[src/rtl/ir_nec_tx.sv]
// NEC infrared transmitter: envelope sequencer with repeat frames and carrier modulation.
// Define IR_NEC_TX_EXT_ADDR_EN for extended mode (second byte = addr[15:8] instead of ~addr[7:0]).
module ir_nec_tx #(
    parameter int unsigned CLK_HZ       = 100_000_000,
    parameter int unsigned CARRIER_HZ   = 38_000,
    parameter int unsigned DUTY_PCT     = 30,
    parameter int unsigned REPEAT_UNITS = 196
) (
    input  logic        clk,
    input  logic        rst,
    input  logic        start,
    input  logic [15:0] addr,
    input  logic [7:0]  cmd,
    output logic        busy,
    output logic        done,
    output logic        env,
    output logic        ir_out
);

    localparam int unsigned UNIT_CYC    = (CLK_HZ * 9) / 16000;
    localparam int unsigned CAR_DIV     = CLK_HZ / CARRIER_HZ;
    localparam int unsigned CAR_HI      = (CAR_DIV * DUTY_PCT) / 100;
    // Longest legal full frame (all ones) bounds the period count when REPEAT_UNITS is small.
    localparam int unsigned FRAME_MAX   = 16 + 8 + 32 * 4 + 1;
    localparam int unsigned PER_MAX     = (REPEAT_UNITS > FRAME_MAX) ? REPEAT_UNITS : FRAME_MAX;
    localparam int unsigned UNIT_W      = (UNIT_CYC > 1) ? $clog2(UNIT_CYC) : 1;
    localparam int unsigned CAR_W       = (CAR_DIV > 1) ? $clog2(CAR_DIV) : 1;
    localparam int unsigned PER_W       = $clog2(PER_MAX + 2);
    localparam int unsigned SEG_W       = $clog2(16);
    localparam int unsigned BIT_W       = $clog2(32);

    typedef enum logic [2:0] {
        IDLE,
        LEAD_MARK,
        LEAD_SPACE,
        BIT_MARK,
        BIT_SPACE,
        RPT_SPACE,
        STOP_MARK,
        GAP
    } state_t;

    state_t             state_q, state_d;
    logic [UNIT_W-1:0]  unit_q, unit_d;
    logic [SEG_W-1:0]   seg_q, seg_d;
    logic [BIT_W-1:0]   bit_q, bit_d;
    logic [PER_W-1:0]   per_q, per_d;
    logic [CAR_W-1:0]   car_q, car_d;
    logic [31:0]        pay_q, pay_d;
    logic               rpt_q, rpt_d;
    logic               busy_q, busy_d;
    logic               done_q, done_d;
    logic               env_q, env_d;
    logic               ir_q, ir_d;

    logic               tick_c;
    logic               seg_end_c;
    logic               mark_c;
    logic [7:0]         b1_c;

`ifdef IR_NEC_TX_EXT_ADDR_EN
    assign b1_c = addr[15:8];
`else
    logic unused_addr_hi_c;
    assign unused_addr_hi_c = ^addr[15:8];
    assign b1_c = ~addr[7:0];
`endif

    // Next-state, counters and registered outputs
    always_comb begin
        state_d   = state_q;
        seg_d     = seg_q;
        bit_d     = bit_q;
        pay_d     = pay_q;
        rpt_d     = rpt_q;
        unit_d    = unit_q;
        per_d     = per_q;
        car_d     = car_q;
        busy_d    = 1'b0;
        done_d    = 1'b0;
        env_d     = 1'b0;
        ir_d      = 1'b0;
        mark_c    = 1'b0;

        tick_c    = (unit_q == UNIT_W'(UNIT_CYC - 1));
        seg_end_c = tick_c && (seg_q == '0);
        if (tick_c && (seg_q != '0)) begin
            seg_d = seg_q - SEG_W'(1);
        end

        // seg_q holds remaining units minus one for the current mark/space
        case (state_q)
            IDLE: begin
                if (start) begin
                    state_d = LEAD_MARK;
                    seg_d   = SEG_W'(15);
                    rpt_d   = 1'b0;
                    pay_d   = {~cmd, cmd, b1_c, addr[7:0]};
                end
            end
            LEAD_MARK: begin
                if (seg_end_c) begin
                    state_d = rpt_q ? RPT_SPACE : LEAD_SPACE;
                    seg_d   = rpt_q ? SEG_W'(3) : SEG_W'(7);
                end
            end
            LEAD_SPACE: begin
                if (seg_end_c) begin
                    state_d = BIT_MARK;
                    seg_d   = '0;
                    bit_d   = '0;
                end
            end
            BIT_MARK: begin
                if (seg_end_c) begin
                    state_d = BIT_SPACE;
                    seg_d   = pay_q[0] ? SEG_W'(2) : SEG_W'(0);
                end
            end
            BIT_SPACE: begin
                if (seg_end_c) begin
                    pay_d   = {1'b0, pay_q[31:1]};
                    seg_d   = '0;
                    if (bit_q == BIT_W'(31)) begin
                        state_d = STOP_MARK;
                        bit_d   = '0;
                    end else begin
                        state_d = BIT_MARK;
                        bit_d   = bit_q + BIT_W'(1);
                    end
                end
            end
            RPT_SPACE: begin
                if (seg_end_c) begin
                    state_d = STOP_MARK;
                    seg_d   = '0;
                end
            end
            STOP_MARK: begin
                if (seg_end_c) begin
                    state_d = GAP;
                end
            end
            GAP: begin
                if (!start) begin
                    state_d = IDLE;
                end else if (tick_c && (per_q >= PER_W'(REPEAT_UNITS - 1))) begin
                    state_d = LEAD_MARK;
                    seg_d   = SEG_W'(15);
                    rpt_d   = 1'b1;
                end
            end
            default: state_d = IDLE;
        endcase

        // Unit phase is held at zero in IDLE so every frame starts on a unit boundary
        if ((state_q == IDLE) || (state_d == IDLE) || tick_c) begin
            unit_d = '0;
        end else begin
            unit_d = unit_q + UNIT_W'(1);
        end

        if ((state_d == IDLE) || ((state_d == LEAD_MARK) && (state_q != LEAD_MARK))) begin
            per_d = '0;
        end else if (tick_c) begin
            per_d = per_q + PER_W'(1);
        end

        mark_c = (state_d == LEAD_MARK) || (state_d == BIT_MARK) || (state_d == STOP_MARK);

        // Carrier phase restarts at every mark entry so each mark opens with a high cycle
        if (!mark_c || (state_d != state_q) || (car_q == CAR_W'(CAR_DIV - 1))) begin
            car_d = '0;
        end else begin
            car_d = car_q + CAR_W'(1);
        end

        busy_d = (state_d != IDLE);
        env_d  = mark_c;
        ir_d   = mark_c && (32'(car_d) < CAR_HI);
        done_d = (state_d == STOP_MARK) && (seg_d == '0) && (unit_d == UNIT_W'(UNIT_CYC - 1));
    end

    always_ff @(posedge clk or posedge rst) begin
        if (rst) begin
            state_q <= IDLE;
            unit_q  <= '0;
            seg_q   <= '0;
            bit_q   <= '0;
            per_q   <= '0;
            car_q   <= '0;
            pay_q   <= '0;
            rpt_q   <= 1'b0;
            busy_q  <= 1'b0;
            done_q  <= 1'b0;
            env_q   <= 1'b0;
            ir_q    <= 1'b0;
        end else begin
            state_q <= state_d;
            unit_q  <= unit_d;
            seg_q   <= seg_d;
            bit_q   <= bit_d;
            per_q   <= per_d;
            car_q   <= car_d;
            pay_q   <= pay_d;
            rpt_q   <= rpt_d;
            busy_q  <= busy_d;
            done_q  <= done_d;
            env_q   <= env_d;
            ir_q    <= ir_d;
        end
    end

    assign busy   = busy_q;
    assign done   = done_q;
    assign env    = env_q;
    assign ir_out = ir_q;

endmodule

[config.mk]
export PLATFORM = sky130hd
export DESIGN_NAME = ir_nec_tx
export DESIGN_NICKNAME = d
export VERILOG_FILES = /design/src/rtl/ir_nec_tx.sv
export SDC_FILE = /design/constraint.sdc
export NUM_CORES = 1
export LEC_CHECK = 0
export ABC_CLOCK_PERIOD_IN_PS = 3400
export BUFFER_PORTS_ARGS = -buffer_cell sky130_fd_sc_hd__buf_2
export CORE_MARGIN = 3
export CORE_UTILIZATION = 35
export CTS_CLUSTER_SIZE = 30
export DETAILED_ROUTE_END_ITERATION = 10
export PLACE_DENSITY_LB_ADDON = 0.3
export SYNTH_ARGS = -nofsm -noshare
export SYNTH_HDL_FRONTEND = slang
export SYNTH_SLANG_ARGS = --single-unit
[constraint.sdc]
create_clock -name clk -period 3.4 [get_ports clk]
set_input_delay 0.68 -clock clk [delete_from_list [all_inputs] [get_ports clk]]
set_output_delay 0.68 -clock clk [all_outputs]
set_load 0.01 [all_outputs]
==> impl_metrics.csv, run 1 <==
group,metric,value,unit
status,status,"finished clean",
final_layout,seqCellArea,2130,µm²
critical_path,reg2reg_slack,300,ps
timing,tightest_slew,763,ps
clock_tree,clkLatencyLatePin,350,ps
logic_synthesis,ys_types,61,
timing,grt_setup_unrepaired,"false",
pwr,intPower,2.05,mW
critical_path,worstPathRequired,3630,ps
placed_design,port_buffers,22,
logic_synthesis,netlist_top_cells_area,"dfrtp_1, nor2_1, nand2_1",
clock_tree,cts_buffers,9,
clock_tree,htreeDepth,3,
clock_tree,clockBufferDepth,2,
timing,timing.final.max_slew_violations,0,
floorplanning,die_y,121,µm
logic_synthesis,syn_area,4630,µm²
grt,antenna_found_initial,0,
pwr,seqPwrFrac,46.4,%
final_layout,num_antenna_cells,0,
placed_design,gp_congestion,0.832,
critical_path,crit_path_start_kind,"flop",
clock_tree,cts.sinks,85,
critical_path,cp_slowest_cell,"or3_1",
grt,grt_max_degree,64,
logic_synthesis,yosysWarningCount,0,
clock_tree,path_clk_slew,60,ps
timing,setup_slack,302,ps
clock_tree,cts_hold_buffers,0,
pwr,ir_worst_vdd,0.000254,V
pwr,leakage,2.11,nW
critical_path,crit_type,"reg -> reg",
pwr,pwr-share-clk,37.0,%
timing,min_period_over_period,91.1,%
logic_synthesis,yosysSeqAreaShare,45.9,%
grt,track_usage,13.9,%
placed_design,hpwl,6490,µm
floorplanning,start_util,36.3,%
logic_synthesis,ys.flop_type,"dfrtp_1",
floorplanning,fp-row-count,41,
critical_path,crit_chain,"inv_1 -> ha_1 -> nor3b_2 -> and2_1 -> nand2_1 -> o211a_1 -> or3_1 -> a2111oi_2",
placed_design,dp.cells,683,
run,drv_cap,0,
final_layout,syn2layout_area_growth,12.8,%
clock_tree,cts_tree,"yes",
logic_synthesis,yosysTopAreaCell,"dfrtp_1",
timing,setup_violations,0,
critical_path,crit_buf_inv,1,
logic_synthesis,yosysTopAreaCellShare,45.9,%
critical_path,cp_max_fo,15,
floorplanning,core-area,12800,µm²
grt,overflow,0,
critical_path,crit_family,"simple AND/OR/NAND/NOR gates",
final_layout,fin_util,40.9,%
timing,tns,0,ps
placed_design,dp_slack,280,ps
timing,maxSlewHeadroom,48.7,%
floorplanning,die_area,14700,µm²
final_layout,multi_input_area,2330,µm²
floorplanning,die_w,121,µm
pwr,pwr-share-comb,16.6,%
logic_synthesis,ys_seq_elements,85,
timing,finalCriticalPeriod,3100,ps
timing,fmax,323,MHz
final_layout,fin_area,5220,µm²
grt,grt_pass1_vias,3528,
critical_path,r2r-start,"seg_q[0]",
timing,timing.hold.ws,399,ps
final_layout,nets,557,
critical_path,end_kind,"flop",
pwr,switching_power,835,µW
critical_path,slowest_delay,680,ps
logic_synthesis,synthArstFlopShare,100,%
detailed_routing,viasPerCell,5.28,
detailed_routing,wire_per_inst,13.9,µm
pwr,totalPowerFinal,2.88,mW
detailed_routing,drt_iter0_drc,258,
logic_synthesis,syn_nets,548,
grt,grt_pass1_wl,16600,µm
detailed_routing,ant_nets,0,
detailed_routing,drc,0,
floorplanning,io_pins,31,
critical_path,arrival,3330,ps
final_layout,nFillCells,1252,
clock_tree,cts_resized,0,
pwr,switching_share,29.0,%
clock_tree,root_buffer,"clkbuf_16",
worst_hold_path,min_path_type,"in -> async",
detailed_routing,vias,3691,
critical_path,startpoint,"seg_q[0]",
timing,hold_viol_final,0,
final_layout,drive_gt1_share,12.3,%
clock_tree,cts_setup_buffers,0,
detailed_routing,routed_wl,9730,µm
logic_synthesis,avgSynthCellArea,9.03,µm²
detailed_routing,firstDrtPassIters,4,
timing,fin_skew,9.26,ps
logic_synthesis,syn_inst,513,
placed_design,postPlaceCellArea,4900,µm²
logic_synthesis,synth_edf_count,0,
pwr,power.density,551,nW/µm²
final_layout,final_cells,699,
[layout make-up]
cell class,instances,area share [%]
clock buffers,9,4.31
clock inverters,7,1.89
inverters,15,1.10
multi-input cells,383,44.6
flip-flops and latches,85,40.7
well taps,172,4.12
repair buffers,28,3.21
[synthesized netlist by cell type (all sizes together) (10+ instances only)]
cell / count
dfrtp: 85
nor2: 76
nand2: 57
o21ai: 28
clkbuf: 24
a21oi: 23
a31oi: 20
nand3: 20
xnor2: 19
inv: 15
xor2: 15
a211oi: 13
and3: 10
[path summary, 6_finish.rpt]
check,cells after the start,end
min in group clk,2,pay_q[10]
worst max register to register,8,done
worst min register to register,2,pay_q[10]
worst max-delay path,8,done
max in group asynchronous,3,car_q[11]
worst min-delay path,2,per_q[5]
[flip-flops by register name, summed over array words and instances, names as in the netlist]
signal and count:
seg_q 4, ir_out 1, busy 1, rpt_q 1
unit_q 16, bit_q 5, per_q 8, env 1
car_q 12, state_q 3, pay_q 32, done 1
[placed cells by master, fill, tap and decap left out, types with 6 or more instances in the layout]
master,synthesis,layout
a211oi_2,8,8
dfrtp_1,85,85
nand4_1,8,8
nor3_1,8,7
clkbuf_16,0,9
and3_1,10,10
o211ai_1,6,6
nor2_1,76,76
a31oi_1,20,20
a21oi_1,23,23
nand3_1,20,20
nand2_1,57,57
inv_1,15,14
xnor2_1,19,19
xor2_1,15,15
buf_2,3,22
ha_1,8,8
o21ai_0,26,26
[metal layers]
layer | vias to the layer above | global-route usage (%) | part of all wire, %
met5 | - | 0 | 0
met2 | 52 | 22.6 | 47
met3 | 16 | 3.22 | 3.3
met1 | 1782 | 17.8 | 47
li1 | 1841 | - | -
met4 | 0 | 5.95 | 2.0
[kinds of logic after synthesis]
group | count (synthesis) | share of synthesized area [%]
mux | 5 | 1.13
xor+xnor | 34 | 6.43
flops | 85 | 45.9
buf+inv | 45 | 4.08
simple gates | 222 | 23.4
fa+ha+maj | 8 | 2.16
compound gates | 114 | 16.8
[power groups by stage]
| stage | Clock [mW] | Sequential (mW) | Combinational [mW] |
|---|---|---|---|
| after floorplan | 0 | 1.27 | 0.448 |
| after global placement | 0 | 1.35 | 0.462 |
| after detailed placement | 0 | 1.35 | 0.477 |
| after CTS | 1.10 | 1.34 | 0.487 |
| after global routing | 1.13 | 1.36 | 0.549 |
| final | 1.06 | 1.34 | 0.479 |
Power figures use the tool's default switching activity.
==> run 2: changes to the inputs <==
--- a/config.mk
+++ b/config.mk
@@ -11,7 +11,6 @@
 export CORE_UTILIZATION = 35
 export CTS_CLUSTER_SIZE = 30
 export DETAILED_ROUTE_END_ITERATION = 10
-export PLACE_DENSITY_LB_ADDON = 0.3
 export SYNTH_ARGS = -nofsm -noshare
 export SYNTH_HDL_FRONTEND = slang
 export SYNTH_SLANG_ARGS = --single-unit
==> run 2 against run 1 <==
Net effect:
- first-iteration DRC count up 1.9%
- largest power group unchanged
- via count down 1.6%
- sequential power about the same
- non-clock buffer count down 1
- global-route usage up 0.12 points
- largest cell class unchanged
- sequential share of layout area down 0.15 points
- highest routed layer unchanged
- clock power up 8%
==> impl_metrics.csv, run 2 (same netlist as run 1, synthesis figures left out) <==
group,metric,value,unit
clock_tree,cts_resized,0,
final_layout,drive_gt1_share,12.0,%
detailed_routing,drt_iter0_drc,263,
timing,fin_skew,7.87,ps
critical_path,cp_slowest_cell,"or3_1",
detailed_routing,ant_nets,0,
clock_tree,clockBufferDepth,2,
critical_path,crit_path_start_kind,"flop",
status,status,"finished clean",
timing,min_period_over_period,90.6,%
critical_path,arrival,3320,ps
worst_hold_path,min_path_type,"in -> async",
timing,grt_setup_unrepaired,"false",
pwr,switching_share,27.6,%
clock_tree,cts.sinks,85,
pwr,leakage,2.12,nW
floorplanning,die_area,14700,µm²
clock_tree,clkLatencyLatePin,340,ps
timing,timing.final.max_slew_violations,0,
pwr,pwr-share-comb,15.9,%
final_layout,syn2layout_area_growth,13.2,%
final_layout,reg_top3,"pay_q (32), unit_q (16), car_q (12)",
final_layout,fin_util,41.0,%
clock_tree,cts_tree,"yes",
run,drv_cap,0,
timing,tightest_slew,1050,ps
timing,fmax,325,MHz
timing,finalCriticalPeriod,3080,ps
critical_path,crit_type,"reg -> reg",
floorplanning,die_y,121,µm
pwr,switching_power,815,µW
pwr,pwr-share-clk,38.8,%
clock_tree,cts_hold_buffers,0,
grt,antenna_found_initial,0,
critical_path,cp_max_fo,15,
critical_path,worstPathRequired,3630,ps
placed_design,hpwl,6420,µm
final_layout,final_common_cell,"dfrtp_1",
pwr,intPower,2.14,mW
detailed_routing,routed_wl,9590,µm
clock_tree,path_clk_slew,60,ps
clock_tree,cts_buffers,9,
final_layout,layout_common_cells,"dfrtp_1, nor2_1, nand2_1",
grt,grt_max_degree,64,
pwr,ir_worst_vdd,0.000210,V
timing,setup_violations,0,
floorplanning,core-area,12800,µm²
clock_tree,cts_setup_buffers,0,
grt,overflow,0,
final_layout,final_cells,698,
pwr,power.density,563,nW/µm²
detailed_routing,firstDrtPassIters,4,
floorplanning,die_w,121,µm
final_layout,nets,556,
timing,maxSlewHeadroom,29.7,%
pwr,seqPwrFrac,45.3,%
floorplanning,start_util,36.3,%
grt,grt_pass1_wl,16800,µm
clock_tree,htreeDepth,3,
critical_path,crit_chain,"inv_1 -> ha_1 -> nor3b_2 -> and2_1 -> nand2_1 -> o211a_1 -> or3_1 -> a2111oi_2",
critical_path,slowest_delay,690,ps
placed_design,gp_congestion,0.838,
placed_design,port_buffers,22,
floorplanning,fp-row-count,41,
placed_design,dp.cells,682,
detailed_routing,wire_per_inst,13.7,µm
timing,tns,0,ps
detailed_routing,viasPerCell,5.20,
timing,hold_viol_final,0,
floorplanning,io_pins,31,
critical_path,end_kind,"flop",
grt,track_usage,14.1,%
critical_path,crit_buf_inv,1,
detailed_routing,drc,0,
final_layout,largest_reg_flops,32,
detailed_routing,vias,3632,
clock_tree,root_buffer,"clkbuf_16",
grt,grt_pass1_vias,3554,
final_layout,num_antenna_cells,0,
critical_path,crit_family,"simple AND/OR/NAND/NOR gates",
final_layout,top_register,"pay_q",
-- run 2: area by class of cell --
type / count / area, µm²
well taps: 172 / 215
flip-flops and latches: 85 / 2130
repair buffers: 27 / 160
clock buffers: 11 / 243
fillers: 1253 / 7530
multi-input cells: 383 / 2330
inverters: 15 / 57.6
clock inverters: 5 / 108
-- run 2: per-layer routing --
metal / GRT usage, % / part of all wire, %
met1: 18.7 / 50
met2: 22.2 / 46
met3: 3.36 / 2.8
met4: 5.45 / 1.7
met5: 0 / 0
-- run 2: power groups by stage --
stage	sequential, mW	combinational, mW	clock, mW
after global routing	1.37	0.544	1.22
after floorplan	1.27	0.448	0
after global placement	1.35	0.463	0
after CTS	1.34	0.477	1.17
final	1.34	0.470	1.14
after detailed placement	1.35	0.473	0
-- run 2: path summary, 6_finish.rpt --
kind / startpoint / endpoint / slack, ps / cells after the start
worst max-delay path: seg_q[0] / done / 320 / 8
min in group clk: pay_q[31] / pay_q[31] / 520 / 2
worst min-delay path: rst / pay_q[12] / 430 / 2
worst max register to register: seg_q[0] / done / 320 / 8
max in group asynchronous: rst / car_q[7] / 2300 / 3
worst min register to register: pay_q[31] / pay_q[31] / 520 / 2
-- run 2: metrics by stage --
stage          setup slack [ps]  hold slack [ps]  area [µm²]  total power, mW
3_3_place_gp                381              496        4890             1.81
6_report                    318              429        5240             2.95
5_1_grt                    49.1              488        5240             3.12
2_1_floorplan               527              480        4630             1.72
3_5_place_dp                325              515        4890             1.83
4_1_cts                     314              451        5240             2.99
-- run 2: worst register-to-register path: cells and delay by family, from the launching register on --
kind,cells,cell delay (ps)
compound gates,2,690
fa+ha+maj,1,190
buf+inv,1,90
flops,1,380
simple gates,4,1630
==> run 3: changes to the inputs <==
--- a/config.mk
+++ b/config.mk
@@ -7,10 +7,13 @@
 export LEC_CHECK = 0
 export ABC_CLOCK_PERIOD_IN_PS = 3400
 export BUFFER_PORTS_ARGS = -buffer_cell sky130_fd_sc_hd__buf_2
+export CORE_ASPECT_RATIO = 1.5
 export CORE_MARGIN = 3
 export CORE_UTILIZATION = 35
 export CTS_CLUSTER_SIZE = 30
 export DETAILED_ROUTE_END_ITERATION = 10
+export RECOVER_POWER = 100
+export SLEW_MARGIN = 5
 export SYNTH_ARGS = -nofsm -noshare
 export SYNTH_HDL_FRONTEND = slang
 export SYNTH_SLANG_ARGS = --single-unit
==> run 3 against run 2 <==
Net effect:
- the run now ends with capacitance limit, slew limit left
- die area is 0.19% higher
- critical path depth stayed put
- sequential power hardly changed
- routed wire length is 1.8% lower
- worst hold slack better by 93 ps
- first-iteration DRC count is 42% lower
- final cell count is 2.1% lower
- sequential cell count stayed put
- global-route usage is 0.26 points lower
- count of clock-buffer cells in the layout is 1 lower
- register-to-register slack better by 210 ps
- largest power group unchanged
==> impl_metrics.csv, run 3 (same netlist as run 1, synthesis figures left out) <==
group,metric,value,unit
clock_tree,cts.sinks,85,
timing,grt_setup_unrepaired,"false",
floorplanning,die_y,147,µm
final_layout,layout_common_cells,"dfrtp_1, nor2_1, nand2_1",
placed_design,dp_slack,436,ps
final_layout,nets,558,
timing,min_period_over_period,84.5,%
clock_tree,clkLatencyLatePin,340,ps
floorplanning,core-area,12700,µm²
clock_tree,cts_hold_buffers,0,
grt,track_usage,13.8,%
placed_design,port_buffers,22,
timing,finalCriticalPeriod,2870,ps
floorplanning,start_util,36.5,%
floorplanning,die_w,99.9,µm
detailed_routing,drt_iter0_drc,152,
clock_tree,cts_tree,"yes",
critical_path,crit_buf_inv,1,
clock_tree,root_buffer,"clkbuf_16",
detailed_routing,vias,3681,
pwr,ir_worst_vdd,0.000191,V
clock_tree,path_clk_slew,60,ps
detailed_routing,routed_wl,9420,µm
timing,timing.final.max_slew_violations,43,
clock_tree,cts_buffers,9,
grt,antenna_found_initial,1,
pwr,leakage,2.10,nW
status,status,"finished, violations left",
floorplanning,fp-row-count,50,
timing,setup_violations,0,
timing,fin_skew,8.23,ps
clock_tree,clockBufferDepth,2,
detailed_routing,viasPerCell,5.39,
critical_path,arrival,3090,ps
placed_design,hpwl,6710,µm
status,violations,"capacitance limit, slew limit",
final_layout,drive_gt1_share,9.68,%
grt,grt_max_degree,64,
detailed_routing,drc,0,
critical_path,slowest_delay,640,ps
timing,fmax,348,MHz
final_layout,largest_reg_flops,32,
critical_path,crit_path_start_kind,"flop",
clock_tree,cts_setup_buffers,0,
critical_path,crit_family,"simple AND/OR/NAND/NOR gates",
critical_path,end_kind,"flop",
detailed_routing,firstDrtPassIters,4,
timing,maxSlewHeadroom,-23.7,%
final_layout,num_antenna_cells,0,
grt,overflow,0,
run,drv_cap,1,
floorplanning,io_pins,31,
floorplanning,die_area,14700,µm²
critical_path,crit_chain,"inv_1 -> ha_1 -> nor4b_1 -> nand4_1 -> o221ai_1 -> o211ai_1 -> or3_1 -> a2111oi_2",
final_layout,final_common_cell,"dfrtp_1",
placed_design,gp_congestion,0.818,
final_layout,syn2layout_area_growth,11.5,%
timing,hold_viol_final,0,
clock_tree,htreeDepth,3,
final_layout,reg_top3,"pay_q (32), unit_q (16), car_q (12)",
final_layout,top_register,"pay_q",
timing,tightest_slew,1840,ps
pwr,power.density,567,nW/µm²
timing,tns,0,ps
critical_path,cp_max_fo,15,
detailed_routing,wire_per_inst,13.8,µm
timing,setup_slack,527,ps
clock_tree,cts_resized,0,
worst_hold_path,min_path_type,"reg -> reg",
critical_path,crit_type,"reg -> reg",
critical_path,worstPathRequired,3620,ps
grt,grt_pass1_wl,16700,µm
grt,grt_pass1_vias,3708,
detailed_routing,ant_nets,0,
critical_path,cp_slowest_cell,"or3_1",
[run 3: changes by cell type in the layout (fill, tap and decap cells not counted), moves of 2 or more]
cell / before / now
buf_2: 22 / 18
clkbuf_2: 0 / 2
a211oi_2: 8 / 0
clkbuf_1: 1 / 4
a211oi_1: 5 / 13
[run 3: worst paths after layout]
check | start | slack, ps | cells after the start | to
worst min-delay path | pay_q[31] | 520 | 2 | pay_q[31]
max in group asynchronous | rst | 880 | 3 | car_q[4]
worst max register to register | unit_q[1] | 530 | 8 | done
worst max-delay path | unit_q[1] | 530 | 8 | done
min in group asynchronous | rst | 790 | 2 | unit_q[11]
worst min register to register | pay_q[31] | 520 | 2 | pay_q[31]
[run 3: final cells by class]
class                      count  area [µm²]
clock buffer                  10         239
clock inverter                 5         108
fill                        1252        7530
inverter                      15        57.6
multi-input combinational    383        2290
sequential                    85        2130
tap                          156         195
timing repair buffer          29         153
[run 3: report_power, final]
part	leakage [nW]	total (mW)	switching (mW)	internal, mW
sequential	1.04	1.34	0.169	1.17
clock	0.169	1.13	0.393	0.737
combinational	0.893	0.457	0.239	0.218
[run 3: per-layer routing]
layer  vias to the layer above  routed length [µm]  global-route usage (%)
li1                       1838                   -                       -
met1                      1767                4030                    15.5
met2                        54                4830                    24.4
met3                        20                 299                    3.04
met4                         2                 255                    6.43
met5                         -                   7                       0
[run 3: worst reg2reg max path, delay by kind of cell, from the launching register on]
family          cells  cell delay, ps
compound gates      3             840
fa+ha+maj           1             160
buf+inv             1              70
flops               1             400
simple gates        3            1280
[run 3: through the flow]
| step | utilization [%] | cells | power [mW] | hold WS, ps | cell area, µm² |
|---|---|---|---|---|---|
| after detailed placement | 38.5 | 668 | 1.84 | 514 | 4890 |
| after global routing | 40.7 | 683 | 3.11 | 547 | 5160 |
| final | 40.7 | 683 | 2.93 | 522 | 5160 |
| after CTS | 41.2 | 683 | 2.98 | 471 | 5230 |
| after global placement | 38.5 | 668 | 1.81 | 496 | 4890 |
| after floorplan | - | 513 | 1.72 | 480 | 4630 |
